## config.mk

```make
export PLATFORM = sky130hd
export DESIGN_NAME = gps_sample_fifo
export DESIGN_NICKNAME = d
export VERILOG_FILES = /design/src/rtl/gps_bridge_pkg.sv /design/src/rtl/gps_edge_sync.sv /design/src/rtl/gps_sample_fifo.sv
export SDC_FILE = /design/constraint.sdc
export NUM_CORES = 1
export LEC_CHECK = 0
export CAP_MARGIN = 20
export CELL_PAD_IN_SITES_DETAIL_PLACEMENT = 1
export CELL_PAD_IN_SITES_GLOBAL_PLACEMENT = 1
export CORE_UTILIZATION = 45
export DETAILED_ROUTE_END_ITERATION = 6
export PLACE_DENSITY_LB_ADDON = 0.12
export SLEW_MARGIN = 20
export SYNTH_ARGS = -nofsm -noshare
export SYNTH_HDL_FRONTEND = slang
export SYNTH_SLANG_ARGS = --single-unit
```

## constraint.sdc

```tcl
create_clock -name MCU_CLK_25_000 -period 2.48 [get_ports MCU_CLK_25_000]
set_clock_uncertainty 0.15 [all_clocks]
set_input_delay 0.248 -clock MCU_CLK_25_000 [delete_from_list [all_inputs] [get_ports MCU_CLK_25_000]]
set_output_delay 0.248 -clock MCU_CLK_25_000 [all_outputs]
set_load 0.01 [all_outputs]
```

## src/rtl/gps_bridge_pkg.sv

```systemverilog
// Shared types and constants for the GPS sample capture path.
// Sample bit layout, FSM state encoding and default sizing live here.
package gps_bridge_pkg;

    localparam int SAMPLE_W = 4;

    localparam int IDX_I0 = 0;
    localparam int IDX_I1 = 1;
    localparam int IDX_Q0 = 2;
    localparam int IDX_Q1 = 3;

    localparam int DEFAULT_DEPTH       = 16;
    localparam int DEFAULT_SYNC_STAGES = 2;
    localparam int OVF_CNT_W           = 16;

    typedef logic [SAMPLE_W-1:0] sample_t;

    // Two-bit encoding leaves spare codes; the FSM treats them as IDLE.
    typedef enum logic [1:0] {
        ST_IDLE = 2'b00,
        ST_RUN  = 2'b01
    } fsm_state_e;

    function automatic sample_t pack_sample(input logic i0, input logic i1,
                                            input logic q0, input logic q1);
        sample_t s;
        s         = '0;
        s[IDX_I0] = i0;
        s[IDX_I1] = i1;
        s[IDX_Q0] = q0;
        s[IDX_Q1] = q1;
        return s;
    endfunction

endpackage

```

## src/rtl/gps_edge_sync.sv

```systemverilog
// Brings the asynchronous GPS sample clock and its four data bits into the
// MCU clock domain. The clock chain has one extra stage for rise detection;
// the data chain is delay-matched so data_o belongs to the rise on rise_o.
module gps_edge_sync
    import gps_bridge_pkg::*;
#(
    parameter int SYNC_STAGES = DEFAULT_SYNC_STAGES
) (
    input  logic    clk_i,
    input  logic    rst_i,
    input  logic    gps_clk_i,
    input  sample_t data_i,
    output logic    rise_o,
    output sample_t data_o
);

    logic [SYNC_STAGES:0] clk_sync_q;
    logic [SYNC_STAGES:0] clk_sync_d;
    sample_t              data_sync_q [SYNC_STAGES];
    sample_t              data_sync_d [SYNC_STAGES];

    // Next values of both shift chains.
    always_comb begin
        clk_sync_d     = {clk_sync_q[SYNC_STAGES-1:0], gps_clk_i};
        data_sync_d[0] = data_i;
        for (int i = 1; i < SYNC_STAGES; i++) begin
            data_sync_d[i] = data_sync_q[i-1];
        end
    end

    // Synchroniser registers, cleared by reset so no stale edge survives.
    always_ff @(posedge clk_i) begin
        if (rst_i) begin
            clk_sync_q <= '0;
            for (int i = 0; i < SYNC_STAGES; i++) begin
                data_sync_q[i] <= '0;
            end
        end else begin
            clk_sync_q <= clk_sync_d;
            for (int i = 0; i < SYNC_STAGES; i++) begin
                data_sync_q[i] <= data_sync_d[i];
            end
        end
    end

    assign rise_o = clk_sync_q[SYNC_STAGES-1] & ~clk_sync_q[SYNC_STAGES];
    assign data_o = data_sync_q[SYNC_STAGES-1];

endmodule

```

## src/rtl/gps_sample_fifo.sv

```systemverilog
// GPS raw-sample capture FIFO feeding the SPI bridge.
// Samples are captured on synchronised GPS_CLK rises, buffered, and the head
// is presented on registered SAMPLE_* / DATAREADY outputs. Dropped samples
// set a sticky OVERFLOW flag.
// Optional build macro GPS_FIFO_OVF_COUNT_EN adds a saturating 16-bit
// OVF_COUNT output counting dropped samples.
//
// state   | meaning
// ST_IDLE | not capturing; the next rise with ENABLE=1 aligns and enters RUN
// ST_RUN  | every detected rise pushes one sample; ENABLE=0 goes back to IDLE
module gps_sample_fifo
    import gps_bridge_pkg::*;
#(
    parameter int DEPTH       = DEFAULT_DEPTH,
    parameter int ADDR_W      = $clog2(DEPTH),
    parameter int SYNC_STAGES = DEFAULT_SYNC_STAGES
) (
    input  logic              MCU_CLK_25_000,
    input  logic              RESET,
    input  logic              GPS_CLK,
    input  logic              GPS_I0,
    input  logic              GPS_I1,
    input  logic              GPS_Q0,
    input  logic              GPS_Q1,
    input  logic              ENABLE,
    input  logic              SAMPLE_ACK,
    input  logic              OVF_CLR,
    output logic              SAMPLE_I0,
    output logic              SAMPLE_I1,
    output logic              SAMPLE_Q0,
    output logic              SAMPLE_Q1,
    output logic              DATAREADY,
    output logic [ADDR_W:0]   FIFO_LEVEL,
    output logic              OVERFLOW
`ifdef GPS_FIFO_OVF_COUNT_EN
    ,
    output logic [OVF_CNT_W-1:0] OVF_COUNT
`endif
);

    localparam logic [ADDR_W:0] LEVEL_FULL = (ADDR_W+1)'(DEPTH);

    logic       sync_rise;
    sample_t    sync_data;

    fsm_state_e state_q, state_d;
    logic       push_req;

    logic [ADDR_W-1:0] wr_ptr_q, wr_ptr_d;
    logic [ADDR_W-1:0] rd_ptr_q, rd_ptr_d;
    logic [ADDR_W:0]   level_q, level_d;
    sample_t           mem_q [DEPTH];
    sample_t           head_q, head_d;
    logic              dready_q, dready_d;
    logic              ovf_q, ovf_d;

    logic fifo_empty;
    logic fifo_full;
    logic do_push;
    logic do_pop;
    logic drop;

    gps_edge_sync #(
        .SYNC_STAGES (SYNC_STAGES)
    ) u_edge_sync (
        .clk_i     (MCU_CLK_25_000),
        .rst_i     (RESET),
        .gps_clk_i (GPS_CLK),
        .data_i    (pack_sample(GPS_I0, GPS_I1, GPS_Q0, GPS_Q1)),
        .rise_o    (sync_rise),
        .data_o    (sync_data)
    );

    // Next-state logic; the aligning rise in IDLE is deliberately not pushed.
    always_comb begin
        state_d  = state_q;
        push_req = 1'b0;
        case (state_q)
            ST_IDLE: begin
                if (sync_rise && ENABLE) begin
                    state_d = ST_RUN;
                end
            end
            ST_RUN: begin
                push_req = sync_rise;
                if (!ENABLE) begin
                    state_d = ST_IDLE;
                end
            end
            default: begin
                state_d = ST_IDLE;
            end
        endcase
    end

    // FSM state register.
    always_ff @(posedge MCU_CLK_25_000) begin
        if (RESET) begin
            state_q <= ST_IDLE;
        end else begin
            state_q <= state_d;
        end
    end

    // Push/pop arbitration, pointer and level update, and next head value.
    always_comb begin
        fifo_empty = (level_q == '0);
        fifo_full  = (level_q == LEVEL_FULL);

        // A pop when empty is ignored; a full FIFO still accepts a push
        // when a pop frees a slot in the same cycle.
        do_pop  = SAMPLE_ACK & ~fifo_empty;
        do_push = push_req & (~fifo_full | do_pop);
        drop    = push_req & fifo_full & ~do_pop;

        wr_ptr_d = do_push ? wr_ptr_q + 1'b1 : wr_ptr_q;
        rd_ptr_d = do_pop  ? rd_ptr_q + 1'b1 : rd_ptr_q;

        level_d = level_q;
        if (do_push && !do_pop) begin
            level_d = level_q + 1'b1;
        end else if (do_pop && !do_push) begin
            level_d = level_q - 1'b1;
        end

        // The slot being written this cycle is not in mem_q yet, so forward
        // the incoming sample when it becomes the new head.
        if (level_d == '0) begin
            head_d = '0;
        end else if (do_push && (wr_ptr_q == rd_ptr_d)) begin
            head_d = sync_data;
        end else begin
            head_d = mem_q[rd_ptr_d];
        end

        dready_d = (level_d != '0);

        // A drop in the same cycle as a clear keeps the flag set.
        if (drop) begin
            ovf_d = 1'b1;
        end else if (OVF_CLR) begin
            ovf_d = 1'b0;
        end else begin
            ovf_d = ovf_q;
        end
    end

    // FIFO control and registered outputs.
    always_ff @(posedge MCU_CLK_25_000) begin
        if (RESET) begin
            wr_ptr_q <= '0;
            rd_ptr_q <= '0;
            level_q  <= '0;
            head_q   <= '0;
            dready_q <= 1'b0;
            ovf_q    <= 1'b0;
        end else begin
            wr_ptr_q <= wr_ptr_d;
            rd_ptr_q <= rd_ptr_d;
            level_q  <= level_d;
            head_q   <= head_d;
            dready_q <= dready_d;
            ovf_q    <= ovf_d;
        end
    end

    // Sample storage; contents need no reset because level gates visibility.
    always_ff @(posedge MCU_CLK_25_000) begin
        if (!RESET && do_push) begin
            mem_q[wr_ptr_q] <= sync_data;
        end
    end

`ifdef GPS_FIFO_OVF_COUNT_EN
    localparam logic [OVF_CNT_W-1:0] CNT_MAX = '1;

    logic [OVF_CNT_W-1:0] ovf_cnt_q, ovf_cnt_d;

    // Drop counter: saturates, and a drop coinciding with a clear restarts at 1.
    always_comb begin
        ovf_cnt_d = ovf_cnt_q;
        if (OVF_CLR) begin
            ovf_cnt_d = drop ? OVF_CNT_W'(1) : '0;
        end else if (drop && (ovf_cnt_q != CNT_MAX)) begin
            ovf_cnt_d = ovf_cnt_q + 1'b1;
        end
    end

    // Drop counter register.
    always_ff @(posedge MCU_CLK_25_000) begin
        if (RESET) begin
            ovf_cnt_q <= '0;
        end else begin
            ovf_cnt_q <= ovf_cnt_d;
        end
    end

    assign OVF_COUNT = ovf_cnt_q;
`endif

    assign SAMPLE_I0  = head_q[IDX_I0];
    assign SAMPLE_I1  = head_q[IDX_I1];
    assign SAMPLE_Q0  = head_q[IDX_Q0];
    assign SAMPLE_Q1  = head_q[IDX_Q1];
    assign DATAREADY  = dready_q;
    assign FIFO_LEVEL = level_q;
    assign OVERFLOW   = ovf_q;

endmodule

```

# Word-level counts from Yosys, hierarchy flattened
# Memories as Yosys holds them, arrays and structs flattened. A register that Yosys moved wholly into a read port is not among the register bits.
# Index checks and enable logic that the tools add are counted.
dict set report word_totals {
  romBits 0
  output_inout_bits 11
  input_bits 10
  ram_bits 72
  latch_bits 0
  register_bits 20
  memories 2
  word_cells 59
}
dict set report op_classes {
  n_bitwise 12
  n_reduce_logical 14
  shifts 0
  n_lt_le_gt_ge 0
  n_eq_ne 4
  n_div 0
  n_addsub 4
  n_mux 16
  n_mul 0
}
# name depth width read_ports rd_ports_with_merged_regs write_ports line
set memory_table {}
lappend memory_table {mem_q 16 4 1 1 1 gps_sample_fifo.sv:52} ;# sample_t mem_q [DEPTH];
lappend memory_table {u_edge_sync.data_sync_q 2 4 2 0 2 gps_edge_sync.sv:19} ;# sample_t data_sync_q [SYNC_STAGES];
# cell n
set ops {}
lappend ops {{4-bit two-way mux} 3}
lappend ops {{5-bit logical NOT} 2}
lappend ops {{5-bit two-way mux} 2}
lappend ops {{4-bit by 1-bit adder with 4-bit output (second input constant)} 2}
lappend ops {{1-bit two-way mux} 8}
lappend ops {{5-bit by 1-bit adder with 5-bit output (second input constant)} 1}
lappend ops {{1-bit AND} 5}
lappend ops {{5-bit equality test (second input constant)} 1}
lappend ops {{5-bit nonzero test} 1}
lappend ops {{5-bit by 1-bit subtractor with 5-bit output (second input constant)} 1}
lappend ops {{1-bit logical AND} 4}
lappend ops {{2-bit two-way mux} 2}
lappend ops {{2-bit != test (second input constant)} 2}
lappend ops {{1-bit NOT} 4}
lappend ops {{2-bit one-hot mux with 2 select lines} 1}
lappend ops {{1-bit logical NOT} 3}
lappend ops {{1-bit bitwise OR} 3}
lappend ops {{2-bit by 1-bit equality test with 1-bit output (second input constant)} 1}
lappend ops {{2-bit logical NOT} 1}
lappend ops {{2-bit AND reduction} 1}
lappend ops {{2-bit nonzero test} 1}
lappend ops {{2-bit OR reduction} 1}

# Logic depth before layout (Yosys ltp)
dict set report logic_depth {
  depth_word 11
  depth_mapped 9
}

# Modules after synthesis
# Synthesis repeated with hierarchy kept, for this count alone.
dict set report unflattened {
  hier_cells 335
  area_unflattened_um2 4236.6
}
# module cells_each n_inst area_each_um2 seq_area_each_um2
set by_module_without_submodules {}
lappend by_module_without_submodules {gps_sample_fifo 311 1 3892.5 2322.2}
lappend by_module_without_submodules {gps_edge_sync 24 1 344.1 220.2}

# Least setup slack after synthesis
# No wires, ideal clock.
dict set report synth_path {
  kind {reg2reg}
  from {reg level_q[1] (netlist: FIFO_LEVEL[1])}
  to {reg head_q[3], read port of mem_q}
  setup_time_ns 0.066
  synth_period_minus_slack_ns 2.560
  setup_slack_ns -0.080
  t_arrival_ns 2.344
  stages_incl_launch_ff 10
  cell_sequence {dfxtp_1 > inv_1 > ha_1 > or4b_4 > buf_6 > and3_4 > mux2i_1 > o22a_1 > or4_4 > a21oi_2}
}
dict set report synth_via {
  elab_chain_cells 11
  elab_cells_between_ends 18
  cone_classes {add/sub (2); eq/ne (1); mux (3); bitwise (5); reduce/logical (7)}
}
# item line
set synth_lines {}
lappend synth_lines {{start, declared} gps_sample_fifo.sv:51} ;# logic [ADDR_W:0] level_q, level_d;
lappend synth_lines {{start signal, assigned} gps_sample_fifo.sv:160} ;# level_q <= level_d;
lappend synth_lines {{5-bit logical NOT} gps_sample_fifo.sv:107} ;# fifo_empty = (level_q == '0);
lappend synth_lines {{1-bit NOT} gps_sample_fifo.sv:112} ;# do_pop = SAMPLE_ACK & ~fifo_empty;
lappend synth_lines {{1-bit AND} gps_sample_fifo.sv:112}
lappend synth_lines {{1-bit bitwise OR} gps_sample_fifo.sv:113} ;# do_push = push_req & (~fifo_full | do_pop);
lappend synth_lines {{1-bit AND} gps_sample_fifo.sv:113}
lappend synth_lines {{1-bit logical NOT} gps_sample_fifo.sv:122} ;# end else if (do_pop && !do_push) begin
lappend synth_lines {{1-bit logical AND} gps_sample_fifo.sv:122}
lappend synth_lines {{5-bit two-way mux} gps_sample_fifo.sv:122}
lappend synth_lines {{5-bit two-way mux} gps_sample_fifo.sv:120} ;# if (do_push && !do_pop) begin
lappend synth_lines {{5-bit logical NOT} gps_sample_fifo.sv:128} ;# if (level_d == '0) begin
lappend synth_lines {{2-bit OR reduction (no source line)} n/a}
lappend synth_lines {{end, declared} gps_sample_fifo.sv:53} ;# sample_t head_q, head_d;
# Several ways; a longest one is shown, not always the timed one.
# A chain may end at the register's enable or synchronous reset.

# Worst setup path after layout
# Ends and elaborated chain as after synthesis.

==> results.json <==
{
  "status": "finished, final reports clean",
  "antenna_found_initial": 0,
  "final_cell_mix": "64 x edfxtp_1, 39 x buf_4, 34 x nor2_1",
  "power_frac_seq_pct": 36.6,
  "core_mm2": 0.009910,
  "syn_inst": 342,
  "synth_xor_area_share_pct": 2.914,
  "final_common_cell": "edfxtp_1",
  "startpoint": "FIFO_LEVEL[1]$_SDFF_PP0_",
  "nFillCells": 1006,
  "ant_nets": 0,
  "finalCritPeriodShare_pct": 98.40,
  "wl_um": 11230,
  "cp.arrival_ns": 2.61,
  "grt_pass1_vias": 3134,
  "place_congestion": 0.8293,
  "drtIter0Drc": 144,
  "relSlewSlack_pct": 57.50,
  "utilization_pct": 55.13,
  "holdCritPathClass": "in -> reg",
  "worst_pin_slew_ns": 0.6367,
  "pwr-share-clk_pct": 18.7,
  "syn2layout_area_growth_pct": 16.74,
  "period_needed_ns": 2.440,
  "worstPathMaxFanout": 5,
  "grt_max_degree": 38,
  "multi_input_area_mm2": 0.002003,
  "crit_path_end_kind": "flip-flop",
  "ys_seq_area_share_pct": 54.33,
  "report.final.slew_viol_count": 0,
  "power_frac_comb_pct": 44.7,
  "rows": 36,
  "power_leakage_nw": 1.885,
  "vias": 3016,
  "required_ns": 2.65,
  "drv_cap": 0,
  "post_drt_wl_per_cell_um": 21.15,
  "fmax_mhz": 409.8,
  "synth_cell_types": 57,
  "drive_gt1_share_pct": 27.89,
  "cts_buffer_depth": 2,
  "clk_latency_ns": 0.37,
  "root_buffer": "clkbuf_8",
  "p_int_mw": 3.260,
  "nets": 410,
  "avgSynthCellArea_um2": 13.68,
  "synth_compound_area_share_pct": 6.257,
  "synthesis.area_mm2": 0.004679,
  "ir_worst_vdd_mv": 0.7389,
  "rsz0062_at_grt": "true",
  "cts_num_sinks": 95,
  "synth-simple-area-share_pct": 12.25,
  "synth_edf_count": 64,
  "io_pins": 21,
  "setup_violations": 0,
  "syn-num-nets": 359,
  "dp_hpwl_um": 8198,
  "fp.dieH_um": 104.0,
  "die_w_um": 104.0,
  "hold_violations": 0,
  "stdcell_count": 531,
  "async_flop_share_pct": 0,
  "synth_fa_ha_area_share_pct": 1.872,
  "start_kind": "flip-flop",
  "drtPass1Iterations": 4,
  "path_class": "reg -> reg",
  "hp-start": "GPS_CLK",
  "cts_made_buffers": 9,
  "dp.cells": 512,
  "ys_ff_latch": 95,
  "grt_pass1_wl_um": 18000,
  "power_switching_mw": 1.741,
  "ys_warn_count": 0,
  "synthMuxAreaShare_pct": 19.06,
  "place.port_buffers": 20,
  "cts_tree": "done",
  "seq_area_mm2": 0.002549,
  "dieArea_mm2": 0.01081,
  "synth_top_family_by_area": "multiplexers",
  "gr-total-overflow": 0,
  "htreeDepth": 3,
  "cts-hold-fix-buffers": 0,
  "reg2reg_from": "FIFO_LEVEL[1]$_SDFF_PP0_",
  "via_per_inst": 5.680,
  "ys.flop_type": "edfxtp_1",
  "clk_pin_slew_ns": 0.09,
  "switching_share_pct": 34.82,
  "power_density_mw_per_mm2": 915.4,
  "start_util_pct": 47.22,
  "drcViolationCount": 0,
  "diodes": 0,
  "grtUsageTotal_pct": 22.25
}
-- cells in the mapped netlist, types with 2 or more instances --
cell / count / area, um2
buf_2: 7 / 35.03
buf_6: 2 / 22.52
nor2_1: 34 / 127.6
xnor2_1: 9 / 78.83
inv_1: 13 / 48.80
nor3_1: 10 / 50.05
or3_1: 3 / 18.77
ha_1: 7 / 87.58
nor4_1: 2 / 12.51
mux2i_1: 16 / 160.2
a22oi_1: 7 / 52.55
clkbuf_1: 10 / 37.54
dfxtp_1: 31 / 620.6
nand3b_1: 4 / 30.03
edfxtp_1: 64 / 1922
a211oi_1: 4 / 30.03
xor2_1: 4 / 35.03
nand3_1: 2 / 10.01
nor2b_1: 13 / 81.33
mux4_2: 32 / 720.7
and3b_1: 2 / 17.52
o21ai_0: 4 / 20.02
nand2b_1: 2 / 12.51
o31ai_1: 2 / 15.01
a21oi_1: 12 / 60.06
nand4_1: 3 / 18.77
nand2_1: 13 / 48.80
-- final timing paths --
| path | endpoint | slack [ns] | cells past startpoint |
|---|---|---|---|
| setup / recovery | head_q[3]$_SDFF_PP0_ | 0.04 | 8 |
| hold / removal | u_edge_sync.clk_sync_q[0]$_SDFF_PP0_ | 0.28 | 2 |
| setup reg to reg | head_q[3]$_SDFF_PP0_ | 0.04 | 8 |
| hold reg to reg | u_edge_sync.data_sync_q[0][7]$_SDFF_PP0_ | 0.30 | 1 |
-- flip-flops by register name (all words and copies together), names as in the netlist --
register	count
DATAREADY	1
wr_ptr_q	4
rd_ptr_q	4
head_q	4
OVERFLOW	1
u_edge_sync.clk_sync_q	3
state_q	1
mem_q	64
u_edge_sync.data_sync_q	8
FIFO_LEVEL	5
-- worst max-delay path, cell delays in order (launching register included) --
cell and delay, ns:
dfxtp_4 0.35, inv_2 0.09, ha_4 0.15, or4b_4 0.51, and3_4 0.20, mux2i_1 0.11, o22a_1 0.21, or4_4 0.48
a21oi_2 0.13
-- layout make-up --
type | instances | share of cell area (%)
clock inverters | 6 | 0.8016
flip-flops and latches | 95 | 46.66
multi-input cells | 213 | 36.67
inverters | 13 | 0.8933
clock buffers | 10 | 2.336
well taps | 133 | 3.046
repair buffers | 61 | 9.597
-- routing by layer --
layer	part of all wire, %	global-route usage (%)	vias to the layer above
li1	-	-	1406
met1	46	31.56	1548
met2	48	34.48	49
met3	4.7	4.762	13
met4	1.3	6.633	0
met5	0	0	-
-- per-stage QoR --
stage	worst slack, ns	cell area (um2)	TNS (ns)	power [mW]	hold slack, ns
final	0.03964	5463	0	5.001	0.2767
after global routing	-0.0004838	5463	-0.0004838	5.259	0.2749
after CTS	0.01510	5444	0	5.034	0.2590
after detailed placement	-0.007976	5256	-0.007976	4.058	0.2825
after global placement	0.08966	5256	0	4.000	0.2684
after floorplan	0.02440	4697	0	3.348	0.2262
-- power groups by stage --
stage / sequential (mW) / combinational, mW / clock, mW
floorplan: 1.91 / 1.44 / 0
global placement: 1.87 / 2.13 / 0
detailed placement: 1.87 / 2.19 / 0
CTS: 1.83 / 2.23 / 0.969
global route: 1.84 / 2.39 / 1.02
finish: 1.83 / 2.23 / 0.936
-- cells by family after synthesis --
logic type	after synthesis
compound gates	42
xor+xnor	14
fa+ha+maj	7
buf+inv	34
flops	95
mux	49
simple gates	101
-- what timing repair did --
item / 4_1_cts / 5_1_grt
buffers inserted: 1 / 2
setup endpoints to repair: 2 / 3
gates resized for setup: 2 / 1
pin swaps: 0 / 1
Note: power is estimated with default switching activity, not from simulation.
